`src/rtl/sata_cmd_arbiter.sv`:
```
// Two-requester arbiter in front of a single SATA DMA command/write/read port set.
// It accepts one command at a time, forwards it downstream, routes the data streams to the owner, and reports done/fault back to it.
module sata_cmd_arbiter #(
   parameter string ARB_MODE = "ROUND_ROBIN"
) (
   input  logic        clk,
   input  logic        reset,
   input  logic        linkup,

   input  logic        s0_cmd_valid,
   input  logic        s0_cmd_type,
   input  logic [47:0] s0_cmd_address,
   input  logic [47:0] s0_cmd_size,
   output logic        s0_cmd_ready,
   output logic        s0_cmd_done,
   output logic        s0_cmd_fault,
   input  logic [31:0] s0_wr_dat,
   input  logic        s0_wr_val,
   output logic        s0_wr_rdy,
   output logic [31:0] s0_rd_dat,
   output logic        s0_rd_val,
   input  logic        s0_rd_rdy,

   input  logic        s1_cmd_valid,
   input  logic        s1_cmd_type,
   input  logic [47:0] s1_cmd_address,
   input  logic [47:0] s1_cmd_size,
   output logic        s1_cmd_ready,
   output logic        s1_cmd_done,
   output logic        s1_cmd_fault,
   input  logic [31:0] s1_wr_dat,
   input  logic        s1_wr_val,
   output logic        s1_wr_rdy,
   output logic [31:0] s1_rd_dat,
   output logic        s1_rd_val,
   input  logic        s1_rd_rdy,

   output logic        m_cmd_valid,
   output logic        m_cmd_type,
   output logic [47:0] m_cmd_address,
   output logic [47:0] m_cmd_size,
   input  logic        m_cmd_ready,
   input  logic        m_cmd_fault,
   output logic [31:0] m_wr_dat,
   output logic        m_wr_val,
   input  logic        m_wr_rdy,
   input  logic [31:0] m_rd_dat,
   input  logic        m_rd_val,
   output logic        m_rd_rdy,

   output logic [1:0]  stat_grant,
   output logic        stat_busy
);

   localparam bit FIXED_PRIO = (ARB_MODE == "FIXED");

   typedef enum logic [1:0] {IDLE, ISSUE, ACTIVE, DONE} state_t;

   state_t      state_q, state_d;
   logic        owner_q, owner_d;
   logic        last_grant_q, last_grant_d;
   logic        first_q, first_d;
   logic        m_cmd_valid_q, m_cmd_valid_d;
   logic        m_cmd_type_q, m_cmd_type_d;
   logic [47:0] m_cmd_address_q, m_cmd_address_d;
   logic [47:0] m_cmd_size_q, m_cmd_size_d;
   logic [1:0]  done_q, done_d;
   logic [1:0]  fault_q, fault_d;

   logic        winner;
   logic        accept;
   logic        stream_on;
   logic [1:0]  owner_onehot;
   logic        sel_type;
   logic [47:0] sel_address;
   logic [47:0] sel_size;

   // Ties go to the port that did not win last time, unless fixed priority is selected.
   always_comb begin
      winner = 1'b0;
      if (s0_cmd_valid && s1_cmd_valid)
         winner = FIXED_PRIO ? 1'b0 : ~last_grant_q;
      else
         winner = s1_cmd_valid;
   end

   assign accept       = (state_q == IDLE) && linkup && (s0_cmd_valid || s1_cmd_valid);
   assign s0_cmd_ready = accept && !winner;
   assign s1_cmd_ready = accept && winner;

   assign sel_type     = winner ? s1_cmd_type    : s0_cmd_type;
   assign sel_address  = winner ? s1_cmd_address : s0_cmd_address;
   assign sel_size     = winner ? s1_cmd_size    : s0_cmd_size;
   assign owner_onehot = {owner_q, ~owner_q};

   always_comb begin
      state_d         = state_q;
      owner_d         = owner_q;
      last_grant_d    = last_grant_q;
      first_d         = first_q;
      m_cmd_valid_d   = m_cmd_valid_q;
      m_cmd_type_d    = m_cmd_type_q;
      m_cmd_address_d = m_cmd_address_q;
      m_cmd_size_d    = m_cmd_size_q;
      done_d          = 2'b00;
      fault_d         = 2'b00;
      case (state_q)
         IDLE: begin
            if (accept) begin
               m_cmd_type_d    = sel_type;
               m_cmd_address_d = sel_address;
               m_cmd_size_d    = sel_size;
               owner_d         = winner;
               last_grant_d    = winner;
               if (sel_size != 48'd0) begin
                  state_d       = ISSUE;
                  m_cmd_valid_d = 1'b1;
               end else begin
                  state_d = DONE;
                  done_d  = {winner, ~winner};
                  fault_d = {winner, ~winner};
               end
            end
         end
         ISSUE: begin
            if (!linkup) begin
               state_d       = DONE;
               m_cmd_valid_d = 1'b0;
               done_d        = owner_onehot;
               fault_d       = owner_onehot;
            end else if (m_cmd_ready) begin
               state_d       = ACTIVE;
               m_cmd_valid_d = 1'b0;
               first_d       = 1'b1;
            end
         end
         ACTIVE: begin
            first_d = 1'b0;
            // Ready is still high from the issue handshake on the first cycle, so it is ignored.
            if (!linkup) begin
               state_d = DONE;
               done_d  = owner_onehot;
               fault_d = owner_onehot;
            end else if (!first_q && m_cmd_ready) begin
               state_d = DONE;
               done_d  = owner_onehot;
               fault_d = m_cmd_fault ? owner_onehot : 2'b00;
            end
         end
         DONE: begin
            state_d = IDLE;
         end
         default: begin
            state_d = IDLE;
         end
      endcase
   end

   always_ff @(posedge clk or posedge reset) begin
      if (reset) begin
         state_q         <= IDLE;
         owner_q         <= 1'b0;
         last_grant_q    <= 1'b1;
         first_q         <= 1'b0;
         m_cmd_valid_q   <= 1'b0;
         m_cmd_type_q    <= 1'b0;
         m_cmd_address_q <= 48'd0;
         m_cmd_size_q    <= 48'd0;
         done_q          <= 2'b00;
         fault_q         <= 2'b00;
      end else begin
         state_q         <= state_d;
         owner_q         <= owner_d;
         last_grant_q    <= last_grant_d;
         first_q         <= first_d;
         m_cmd_valid_q   <= m_cmd_valid_d;
         m_cmd_type_q    <= m_cmd_type_d;
         m_cmd_address_q <= m_cmd_address_d;
         m_cmd_size_q    <= m_cmd_size_d;
         done_q          <= done_d;
         fault_q         <= fault_d;
      end
   end

   assign m_cmd_valid   = m_cmd_valid_q;
   assign m_cmd_type    = m_cmd_type_q;
   assign m_cmd_address = m_cmd_address_q;
   assign m_cmd_size    = m_cmd_size_q;

   assign s0_cmd_done  = done_q[0];
   assign s1_cmd_done  = done_q[1];
   assign s0_cmd_fault = fault_q[0];
   assign s1_cmd_fault = fault_q[1];

   assign stat_busy  = (state_q != IDLE);
   assign stat_grant = stat_busy ? owner_onehot : 2'b00;

   // Streams are only connected while a command is outstanding downstream.
   assign stream_on = (state_q == ISSUE) || (state_q == ACTIVE);

   assign m_wr_dat  = owner_q ? s1_wr_dat : s0_wr_dat;
   assign m_wr_val  = stream_on && (owner_q ? s1_wr_val : s0_wr_val);
   assign s0_wr_rdy = stream_on && !owner_q && m_wr_rdy;
   assign s1_wr_rdy = stream_on && owner_q && m_wr_rdy;

   assign s0_rd_dat = m_rd_dat;
   assign s1_rd_dat = m_rd_dat;
   assign s0_rd_val = stream_on && !owner_q && m_rd_val;
   assign s1_rd_val = stream_on && owner_q && m_rd_val;
   assign m_rd_rdy  = stream_on && (owner_q ? s1_rd_rdy : s0_rd_rdy);

endmodule

```
`config.mk`:
```
export PLATFORM = sky130hd
export DESIGN_NAME = sata_cmd_arbiter
export DESIGN_NICKNAME = d
export VERILOG_FILES = /design/src/rtl/sata_cmd_arbiter.sv
export SDC_FILE = /design/constraint.sdc
export NUM_CORES = 1
export LEC_CHECK = 0
export CAP_MARGIN = 0
export CORE_AREA = 2 2 197 199
export CTS_CLUSTER_DIAMETER = 40
export CTS_CLUSTER_SIZE = 28
export DETAILED_ROUTE_END_ITERATION = 8
export DIE_AREA = 0 0 199 201
export DONT_BUFFER_PORTS = 1
export GPL_TIMING_DRIVEN = 0
export HOLD_SLACK_MARGIN = 0.05
export PLACE_DENSITY = 0.3
export SLEW_MARGIN = 20
export SYNTH_ARGS = -nofsm -noshare
export SYNTH_HDL_FRONTEND = slang
export SYNTH_SLANG_ARGS = --single-unit
```
`constraint.sdc`:
```
create_clock -name clk -period 9.65 [get_ports clk]
set_input_delay 1.93 -clock clk [delete_from_list [all_inputs] [get_ports clk]]
set_output_delay 1.93 -clock clk [all_outputs]
set_load 0.05 [all_outputs]
```
==> out/qor.yml <==
dpl-instance-area_um2: 6650
worstSetupPathType: "input pin to output pin"
core_area_um2: 38100
viasPerCell: 4.21
dpl_worst_slack_ns: 3.92
status: "finished, final reports clean"
synth_area_um2: 5970
grtUsageTotal_pct: 12.7
rsz0062_at_grt: "false"
tns_ns: 0
drt_iter0_markers: 296
timing.rr.start: "state_q[1]"
layout_commonest_cell: "dfrtp_1"
rr_endpoint: "m_cmd_size[44]"
cp-endpoint: "s0_cmd_ready"
p_per_area_nw_per_um2: 404
worst_slack_ns: 4.12
relSlewSlack_pct: 33.5
layout_common_cells: "dfrtp_1, buf_4, nand2_1, inv_1"
ctsResizeCount: 0
pin_count: 512
drcViolationCount: 0
ctsHtreeMaxLevel: 3
die_w_um: 199
worstPathRequired_ns: 7.72
hold_path.class: "register to register"
nets: 904
worstSetupStartpointType: "input pin"
r2r_cells: 7
detail_route.wl_per_cell_um: 23.7
cts_buffer_depth: 2
critPathMaxFanout: 10
vdd_drop_max_v: 0.000156
yosysWarnings: 0
maxCapViolations: 0
cts-root-buf: "clkbuf_16"
worstHoldStart: "last_grant_q"
area_growth_pct: 16.8
worst_setup_path_end_kind: "output pin"
drt-total-wl_um: 26600
io_buffers: 0
fin_crit_ns: 5.53
finalSetupViolCount: 0
antenna_left: 0
fp-row-count: 72
synth-seq-cells: 107
yosysSeqAreaShare_pct: 44.9
cts-buffers-inserted: 9
via_count: 4725
initial_utilization_pct: 15.7
place_hpwl_um: 21300
fmax_mhz: 181
hold_viol: 0
grt_antenna_before_repair: 1
grt_max_degree: 56
die_area_um2: 40000
power_leakage_nw: 3.23
die_h_um: 201
cts.sinks: 107
final_max_slew_viol_count: 0
fin_skew_ns: 0.00677
period_share_pct: 57.4
worst_pin_slew_ns: 0.988
post_cts_buffers: 0
grt-ovfl-total: 0
hold_buffers: 0
grt_pass1_wl_um: 35200
worst-r2r-setup-slack_ns: 6.89
grt_pass1_vias: 4809
cts_tree: "yes"
clk_pin_slew_ns: 0.07
layout-drive-gt1-share_pct: 23.4
cp.arrival_ns: 3.60
finalInstanceArea_um2: 6970
ys_types: 39
synth_cells: 585
clk_latency_ns: 0.37
gp_congestion: 0.754
drt-pass1-iter-count: 8
startpoint: "linkup"
avgSynthCellArea_um2: 10.2
syn_nets: 892
final cells by class:
cell class	instances	area, µm²
diodes	3	7.51
plain buffers	104	704
clock buffers	12	236
clock inverters	4	73.8
fillers	4256	31100
inverters	53	204
multi-input cells	321	2390
flip-flops and latches	107	2680
well taps	518	648
repair buffers	1	27.5
layer usage:
metal  up-vias  GRT usage, %  part of all wire [%]
li1       2070             -                     -
met1      2326          15.9                    42
met2       298          20.4                    47
met3        31          3.60                   8.6
met4         0          5.38                   2.5
met5         -             0                     0
per-stage QoR:
step                hold WS [ns]  util [%]  power, mW  std cells
floorplan                  0.481         -       2.17        585
global placement           0.510      17.4       2.44       1103
detailed placement         0.511      17.4       2.42       1104
CTS                        0.522      18.3       2.86       1120
global route               0.539      18.3       2.96       1121
finish                     0.519      18.3       2.81       1123
how the worst min path moves through the flow:
stage,endpoint,cells past startpoint
2_1_floorplan,first_q,2
3_3_place_gp,last_grant_q,1
3_5_place_dp,last_grant_q,1
4_1_cts,last_grant_q,1
5_1_grt,last_grant_q,1
6_report,last_grant_q,1
cells in the mapped netlist:
library cell  count  area [µm²]
nand2b_1          3        18.8
nand2_1          60         225
and3_4            1        11.3
a221o_1           1        10.0
o22a_1            2        17.5
a22oi_1           1        7.51
and3_1            2        12.5
mux2i_1          50         500
nand3b_1          1        7.51
buf_1             2        7.51
nand4_1           2        12.5
and3b_1           2        17.5
nor2b_1           5        31.3
dfstp_2           1        26.3
a21oi_1           6        30.0
nor2_1            7        26.3
buf_6             5        56.3
or3_1             2        12.5
nand4bb_1         1        11.3
o211ai_1          2        15.0
a2111oi_0         1        8.76
nor4_4            1        21.3
nor3_1            2        10.0
mux2_2           32         360
a31oi_1           1        6.26
clkbuf_1         14        52.6
a21o_1            3        22.5
dfrtp_1         106        2650
a222oi_1         49         490
a21boi_2          1        11.3
buf_4            69         518
nand3_1           4        20.0
o221ai_1          1        8.76
inv_1            53         199
o21ai_0          50         250
ha_1              4        50.1
o211ai_2          1        12.5
nor4_1           23         144
buf_2            14        70.1
where the power goes:
group	switching [mW]	internal [mW]	total (mW)
sequential	0.863	0.638	1.50
combinational	0.618	0.279	0.896
clock	0.187	0.229	0.416
total	1.67	1.15	2.81
flip-flops by register name, indices dropped and copies added (netlist names):
signal	flops
fault_q	2
m_cmd_address	48
m_cmd_valid	1
first_q	1
m_cmd_type	1
last_grant_q	1
owner_q	1
state_q	2
done_q	2
m_cmd_size	48
logic make-up (layout without fill, tap and decap cells):
group | count (synthesis) | in the layout | synth area share [%]
mux | 82 | 82 | 14.4
simple gates | 116 | 116 | 9.75
buf+inv | 157 | 174 | 15.1
other cells | 0 | 3 | 0
fa+ha+maj | 4 | 4 | 0.839
compound gates | 119 | 119 | 14.9
flops | 107 | 107 | 44.9
worst max-delay path, stage by stage:
cell      delay [ns]
buf_2           0.23
o211ai_2        0.40
nor2_1          0.51
buf_2           0.52
Note: power is estimated with default switching activity, not from simulation.
